===== config.mk =====
export PLATFORM = sky130hd
export DESIGN_NAME = seq_detector_param
export DESIGN_NICKNAME = d
export VERILOG_FILES = /design/src/rtl/seq_detector_param.sv
export SDC_FILE = /design/constraint.sdc
export NUM_CORES = 1
export LEC_CHECK = 0
export CORE_ASPECT_RATIO = 1.25
export CORE_MARGIN = 4
export CORE_UTILIZATION = 56
export DETAILED_ROUTE_END_ITERATION = 6
export GPL_TIMING_DRIVEN = 0
export PLACE_DENSITY = 0.83
export SLEW_MARGIN = 30
export SYNTH_ARGS = -nofsm -noshare
export SYNTH_HDL_FRONTEND = slang
export SYNTH_SLANG_ARGS = --single-unit

===== constraint.sdc =====
create_clock -name clk -period 4.3 [get_ports clk]
set_clock_uncertainty 0.15 [all_clocks]
set_input_delay 0.86 -clock clk [delete_from_list [all_inputs] [get_ports clk]]
set_output_delay 0.86 -clock clk [all_outputs]
set_load 0.01 [all_outputs]

===== src/rtl/seq_detector_param.sv =====
// rtl/seq_detector_param.sv - programmable serial bit-pattern detector with saturating match counter
module seq_detector_param #(
    parameter int                 MAX_LEN     = 8,
    parameter int                 COUNT_W     = 8,
    parameter logic [MAX_LEN-1:0] DEF_PATTERN = MAX_LEN'('h0B),
    parameter int                 DEF_LEN     = 4,
    localparam int                LEN_W       = $clog2(MAX_LEN + 1)
) (
    input  logic               clk,
    input  logic               reset,
    input  logic               ins,
    input  logic               in_valid,
    input  logic               overlap,
    input  logic               cfg_load,
    input  logic [MAX_LEN-1:0] cfg_pattern,
    input  logic [LEN_W-1:0]   cfg_len,
    input  logic               count_clr,
    output logic               outs,
    output logic [COUNT_W-1:0] match_count,
    output logic               count_sat
);

    localparam logic [LEN_W-1:0]   MAX_LEN_V = LEN_W'(MAX_LEN);
    localparam logic [LEN_W-1:0]   DEF_LEN_V = LEN_W'(DEF_LEN);
    localparam logic [COUNT_W-1:0] COUNT_MAX = '1;

    logic [MAX_LEN-1:0] pattern;
    logic [LEN_W-1:0]   len;
    logic [MAX_LEN-1:0] hist;
    logic [LEN_W-1:0]   fill;

    logic               shift_en;
    logic [MAX_LEN-1:0] hist_shift;
    logic [LEN_W-1:0]   fill_inc;
    logic [MAX_LEN-1:0] len_mask;
    logic               match;
    logic [MAX_LEN-1:0] hist_next;
    logic [LEN_W-1:0]   fill_next;
    logic [LEN_W-1:0]   cfg_len_clamped;
    logic [COUNT_W-1:0] count_inc;
    logic [COUNT_W-1:0] count_next;
    logic               sat_next;

    // Match detection on the post-shift history; fill saturates at MAX_LEN so ARMED persists.
    always_comb begin
        len_mask   = '0;
        shift_en   = in_valid & ~cfg_load;
        hist_shift = {hist[MAX_LEN-2:0], ins};
        fill_inc   = (fill == MAX_LEN_V) ? fill : fill + 1'b1;
        for (int i = 0; i < MAX_LEN; i++) begin
            len_mask[i] = (i < int'(len));
        end
        match = shift_en && (len != '0) && (fill_inc >= len)
                && (((hist_shift ^ pattern) & len_mask) == '0);
    end

    // Next history / fill: cfg_load restarts, a non-overlap match empties the fill.
    always_comb begin
        hist_next       = hist;
        fill_next       = fill;
        cfg_len_clamped = (cfg_len > MAX_LEN_V) ? MAX_LEN_V : cfg_len;
        if (cfg_load) begin
            hist_next = '0;
            fill_next = '0;
        end else if (in_valid) begin
            hist_next = hist_shift;
            fill_next = (match && !overlap) ? '0 : fill_inc;
        end
    end

    // Saturating counter; a clear coinciding with a match leaves that match counted.
    always_comb begin
        count_inc  = match_count + 1'b1;
        count_next = match_count;
        sat_next   = count_sat;
        if (count_clr) begin
            count_next = {{(COUNT_W-1){1'b0}}, match};
            sat_next   = 1'b0;
        end else if (match && match_count != COUNT_MAX) begin
            count_next = count_inc;
            if (count_inc == COUNT_MAX) begin
                sat_next = 1'b1;
            end
        end
    end

    // State registers with synchronous reset restoring the default pattern.
    always_ff @(posedge clk) begin
        if (reset) begin
            pattern     <= DEF_PATTERN;
            len         <= DEF_LEN_V;
            hist        <= '0;
            fill        <= '0;
            outs        <= 1'b0;
            match_count <= '0;
            count_sat   <= 1'b0;
        end else begin
            if (cfg_load) begin
                pattern <= cfg_pattern;
                len     <= cfg_len_clamped;
            end
            hist        <= hist_next;
            fill        <= fill_next;
            outs        <= match;
            match_count <= count_next;
            count_sat   <= sat_next;
        end
    end

endmodule


==> results of run 1 <==
-- registers in the layout (all words and copies together) (netlist names) --
signal / flops
len: 4
hist: 7
outs: 1
count_sat: 1
fill: 4
match_count: 8
pattern: 8
-- final timing paths --
check	end	slack (ns)
setup / recovery	match_count[7]	1.42
hold / removal	count_sat	0.33
setup reg to reg	match_count[7]	1.42
hold reg to reg	count_sat	0.33
-- cells by family after synthesis --
kind of cell	after synthesis	share of synthesized area, %
simple gates	70	20.1
compound gates	38	17.0
flops	33	37.8
buf+inv	20	4.73
mux	14	8.02
xor+xnor	13	6.52
fa+ha+maj	8	5.73
-- metrics by stage --
step / hold WS, ns / cell area [µm²] / power [mW] / std cells
finish: 0.328 / 2110 / 0.566 / 265
global route: 0.353 / 2110 / 0.592 / 265
CTS: 0.333 / 2110 / 0.569 / 265
detailed placement: 0.312 / 2050 / 0.396 / 258
global placement: 0.305 / 2050 / 0.393 / 258
floorplan: 0.332 / 1750 / 0.369 / 196
-- power by group --
group	total, mW	leakage (nW)	internal (mW)	switching, mW
Combinational	0.0676	0.471	0.0359	0.0318
Clock	0.177	0.0314	0.0771	0.0999
Sequential	0.322	0.269	0.313	0.00833
-- worst max-delay path: cells and delay by family, from the launching register on --
| kind | cells | cell delay [ns] |
|---|---|---|
| AND/OR/NAND/NOR | 6 | 0.66 |
| flip-flops | 1 | 0.38 |
| AO/OA/AOI/OAI | 2 | 0.63 |
| adder cells (fa/ha/maj) | 2 | 0.48 |
| buffers and inverters | 2 | 0.27 |
| XOR/XNOR | 1 | 0.20 |
-- cells in the final DEF, fill, tap and decap left out, types with 2 or more instances in the layout --
cell type / instances
a211o_1: 3
a21oi_1: 9
clkbuf_1: 9
clkbuf_4: 5
clkdlybuf4s50_1: 26
dfxtp_1: 33
ha_1: 8
inv_1: 10
mux2i_1: 14
nand2_1: 10
nand3_1: 9
nand4_1: 2
nor2_1: 26
nor2b_1: 3
nor3_1: 6
o21a_1: 2
o21ai_0: 5
o22ai_1: 2
o32ai_1: 2
o41ai_1: 3
or2_2: 2
or3_1: 2
or4_1: 2
xnor2_1: 12
-- metal layers --
layer | up-vias | share of wire [%] | track usage [%]
met4 | 0 | 2.0 | 9.28
li1 | 761 | - | -
met3 | 8 | 5.0 | 4.62
met1 | 698 | 40 | 22.4
met5 | - | 0 | 0
met2 | 48 | 53 | 36.2
-- final cells by class --
class	instances	share of cell area, %
timing repair buffer	26	12.4
sequential	33	31.4
tap	36	2.14
buffer	10	2.14
clock buffer	7	2.61
multi-input combinational	143	47.6
inverter	10	1.78
==> flow_metrics.env, run 1 <==
export IMPL_port_buffers=26
export IMPL_antenna_found_initial=0
export IMPL_layout_setup_ws_ns=1.42
export IMPL_synth_area_leaders="dfxtp_1 38%, mux2i_1 8.0%, xnor2_1 6.0%, ha_1 5.7%, nor2_1 5.6%"
export IMPL_final_nets=256
export IMPL_synthTopCellsByCount="33 x dfxtp_1, 26 x nor2_1, 14 x mux2i_1"
export IMPL_drtAntennaViolNets=0
export IMPL_yosysTopAreaCell="dfxtp_1"
export IMPL_r2r_start="fill[0]"
export IMPL_ys_seq_elements=33
export IMPL_status="finished, final reports clean"
export IMPL_cts_resized=0
export IMPL_power_leakage_nw=0.771
export IMPL_final_setup_viol_count=0
export IMPL_ys_seq_area_share_pct=37.8
export IMPL_syn_avg_cell_area_um2=8.91
export IMPL_ys_flop_type="dfxtp_1"
export IMPL_holdCritPathClass="flip-flop to flip-flop"
export IMPL_vias=1515
export IMPL_worstSetupPathType="flip-flop to flip-flop"
export IMPL_firstDrtPassIters=4
export IMPL_fin_tns_setup_ns=0
export IMPL_cp_required_ns=4.38
export IMPL_clkLatencyLatePin_ns=0.33
export IMPL_htree_num_levels=2
export IMPL_tritoncts="built"
export IMPL_min_from="count_sat"
export IMPL_tritoncts_num_buffers=5
export IMPL_post_cts_buffers=0
export IMPL_synth_yosys_warnings=0
export IMPL_cellPowerDensity_mw_per_mm2=269
export IMPL_fillCellCount=234
export IMPL_async_reset_ff_share_pct=0
export IMPL_hold_violations=0
export IMPL_initial_utilization_pct=58.8
export IMPL_setup_worst_path_start_class="flip-flop"
export IMPL_seq_area_um2=661
export IMPL_worst_pin_slew_ns=0.589
export IMPL_grt_pass1_vias=1522
export IMPL_critPathSlowestCell="a2111oi_0"
export IMPL_drt_wirelength_per_cell_um=14.2
export IMPL_max_stage_delay_ns=0.39
export IMPL_synth_area_mm2=0.00175
export IMPL_cp_max_fo=10
export IMPL_post_route_period_util_pct=66.9
export IMPL_multi_input_area_mm2=0.00100
export IMPL_drive_gt1_share_pct=8.30
export IMPL_max_slew_margin_pct=60.6
export IMPL_arrival_ns=2.96
export IMPL_path_cells="inv_1, ha_1, nand2_1, nor2_1, xnor2_1, ha_1, nand2b_1, a2111oi_0, nor3_1, nand3_2, buf_6, nor3_1, o221a_2"
export IMPL_dieWidth_um=58.0
export IMPL_ff2ff_path_depth=13
export IMPL_synth_edf_count=0
export IMPL_coreArea_mm2=0.00297
export IMPL_min_path_cells=1
export IMPL_slew_violations=0
export IMPL_die_y_um=70.4
export IMPL_ir_drop_v=0.000222
export IMPL_synthesis_nets=223
export IMPL_antenna_cells=0
export IMPL_fmax_mhz=347
export IMPL_drt_initial_drc_count=61
export IMPL_grt_start_max_net_pins=11
export IMPL_finalCriticalPeriod_ns=2.88
export IMPL_endpoint_kind="flip-flop"
export IMPL_synth_distinct_cells=45
export IMPL_grt_remaining_overflow=0
export IMPL_cts_sinks=33
export IMPL_utilization_pct=70.9
export IMPL_critical_path_startpoint="fill[0]"
export IMPL_cts_clk_slew_worst_paths_ns=0.09
export IMPL_dp_hpwl_mm=2.84
export IMPL_drc=0
export IMPL_area_delta_synth_final_pct=20.6
export IMPL_synth_top_area_share_pct=37.8
export IMPL_synthCells=196
export IMPL_ios=29
export IMPL_maxCapViolCount=0
export IMPL_grt_first_pass_wirelength_mm=6.57
export IMPL_pre_cts_ws_ns=1.33
export IMPL_viasPerCell=5.72
export IMPL_rows=22
export IMPL_root_buffer="clkbuf_4"
export IMPL_clk_path_buf_depth=2
export IMPL_drt_total_wl_mm=3.77
export IMPL_holdBufCountCts=0
export IMPL_grt_usage_pct=20.4
export IMPL_synthMostInstantiatedCell="dfxtp_1"
export IMPL_place_congestion=0.852
export IMPL_fp_dieArea_mm2=0.00408
export IMPL_rsz0062_at_grt="false"
Note: power is estimated with default switching activity, not from simulation.
==> run 2, diff against run 1 <==
--- a/config.mk
+++ b/config.mk
@@ -7,10 +7,10 @@
 export LEC_CHECK = 0
 export CORE_ASPECT_RATIO = 1.25
 export CORE_MARGIN = 4
-export CORE_UTILIZATION = 56
+export CORE_UTILIZATION = 52
 export DETAILED_ROUTE_END_ITERATION = 6
 export GPL_TIMING_DRIVEN = 0
-export PLACE_DENSITY = 0.83
+export PLACE_DENSITY = 0.78
 export SLEW_MARGIN = 30
 export SYNTH_ARGS = -nofsm -noshare
 export SYNTH_HDL_FRONTEND = slang
==> constraint.sdc (replaced) <==
create_clock -name clk -period 2.8 [get_ports clk]
set_clock_uncertainty 0.15 [all_clocks]
set_input_delay 0.56 -clock clk [delete_from_list [all_inputs] [get_ports clk]]
set_output_delay 0.56 -clock clk [all_outputs]
set_load 0.01 [all_outputs]
==> flow_metrics.env, run 2 (synthesis results as in run 1) <==
export IMPL_status="finished, final reports clean"
export IMPL_cts_clk_slew_worst_paths_ns=0.07
export IMPL_hold_violations=0
export IMPL_largestRegisters="match_count x8, pattern x8, hist x7"
export IMPL_port_buffers=26
export IMPL_fmax_mhz=377
export IMPL_arrival_ns=2.69
export IMPL_grt_usage_pct=18.6
export IMPL_viasPerCell=5.53
export IMPL_endpoint_kind="flip-flop"
export IMPL_fin_tns_setup_ns=0
export IMPL_rsz0062_at_grt="false"
export IMPL_cp_required_ns=2.84
export IMPL_min_from="count_sat"
export IMPL_power_mw=0.999
export IMPL_initial_utilization_pct=54.2
export IMPL_worstSetupPathType="flip-flop to flip-flop"
export IMPL_drive_gt1_share_pct=14.9
export IMPL_maxCapViolCount=0
export IMPL_antenna_cells=0
export IMPL_max_slew_margin_pct=61.1
export IMPL_coreArea_mm2=0.00322
export IMPL_tritoncts="built"
export IMPL_root_buffer="clkbuf_8"
export IMPL_firstDrtPassIters=4
export IMPL_antenna_found_initial=0
export IMPL_tritoncts_num_buffers=5
export IMPL_pre_cts_ws_ns=-0.0364
export IMPL_grt_first_pass_wirelength_mm=6.15
export IMPL_min_path_cells=1
export IMPL_layout_setup_ws_ns=0.148
export IMPL_final_setup_viol_count=0
export IMPL_post_route_period_util_pct=94.7
export IMPL_die_y_um=72.8
export IMPL_most_common_layout_cells="31 x dfxtp_1, 26 x nor2_1, 26 x clkdlybuf4s50_1, 14 x mux2i_1, 12 x xnor2_1"
export IMPL_fp_dieArea_mm2=0.00436
export IMPL_worst_pin_slew_ns=0.583
export IMPL_drt_total_wl_mm=3.66
export IMPL_setup_worst_path_start_class="flip-flop"
export IMPL_power_leakage_nw=0.822
export IMPL_cts_sinks=33
export IMPL_vias=1505
export IMPL_worstHoldEndpoint="count_sat"
export IMPL_final_common_cell="dfxtp_1"
export IMPL_htree_num_levels=2
export IMPL_grt_pass1_vias=1410
export IMPL_grt_start_max_net_pins=11
export IMPL_final_nets=261
export IMPL_drt_initial_drc_count=66
export IMPL_dp_hpwl_mm=2.71
export IMPL_holdCritPathClass="flip-flop to flip-flop"
export IMPL_r2r_start="fill[1]"
export IMPL_finalCriticalPeriod_ns=2.65
export IMPL_ff2ff_path_depth=12
export IMPL_cp_max_fo=5
export IMPL_drt_wirelength_per_cell_um=13.4
export IMPL_dieWidth_um=59.8
export IMPL_drc=0
export IMPL_slew_violations=0
export IMPL_grt_remaining_overflow=0
export IMPL_place_congestion=0.828
export IMPL_ios=29
export IMPL_holdBufCountCts=0
export IMPL_fillCellCount=252
export IMPL_cellPowerDensity_mw_per_mm2=450
export IMPL_drtAntennaViolNets=0
export IMPL_r2r_slack_ns=0.15
export IMPL_r2r_end="match_count[1]"
export IMPL_critical_path_startpoint="fill[1]"
export IMPL_clk_path_buf_depth=2
export IMPL_clkLatencyLatePin_ns=0.29
export IMPL_ir_drop_v=0.000378
export IMPL_rows=23
export IMPL_area_delta_synth_final_pct=27.1
## run 2: worst max path at each step
stage,cells past startpoint,slack [ns],endpoint
after floorplan,13,0.28,match_count[7]
after global placement,13,0.02,match_count[7]
after detailed placement,12,-0.04,match_count[1]
after CTS,12,0.01,match_count[1]
after global routing,13,0.005,match_count[0]
final,12,0.15,match_count[1]
## run 2: worst max-delay path, cell delays in order (launching register included)
cell and delay, ns:
dfxtp_2 0.34, inv_2 0.06, ha_2 0.17, nand2_2 0.07
nor2_1 0.12, xnor2_1 0.16, ha_1 0.27, nand2b_1 0.15
a2111oi_2 0.35, nor3_1 0.09, nand3_2 0.16, nor2_1 0.11
a2111oi_2 0.36
## run 2: area by class of cell
type	instances	area, µm²	share of cell area, %
Timing Repair Buffer	31	305	13.8
Clock buffer	7	96.3	4.34
Sequential cell	33	663	29.9
Inverter	10	37.5	1.69
Multi-Input combinational cell	143	1020	46.0
Buffer	10	45.0	2.03
Clock inverter	1	5.00	0.225
Tap cell	37	46.3	2.09
## run 2: repair_timing
item                                    4_1_cts  5_1_grt
setup buffers                                 2        3
pin swaps                                     1        2
endpoints found under the setup margin        3       13
resized for setup                             1       12
hold endpoints to repair                      0        0
## run 2: metal layers
layer	global-route usage, %	wire length (µm)	part of all wire, %	vias up
li1	-	-	-	774
met1	21.4	1590	43	683
met2	30.9	1820	50	39
met3	5.13	171	4.7	9
met4	9.36	74	2.0	0
met5	0	0	0	-
## run 2: stage by stage
step | util, % | hold slack [ns] | std cells | area, µm²
2_1_floorplan | - | 0.332 | 196 | 1750
3_3_place_gp | 63.7 | 0.301 | 259 | 2050
3_5_place_dp | 63.7 | 0.312 | 259 | 2050
4_1_cts | 67.4 | 0.328 | 269 | 2170
5_1_grt | 68.9 | 0.352 | 272 | 2220
6_report | 68.9 | 0.321 | 272 | 2220
## run 2: power breakdown
part           total, mW  internal (mW)  switching, mW
logic              0.108         0.0582         0.0495
registers          0.494          0.482         0.0126
clock network      0.397          0.222          0.175
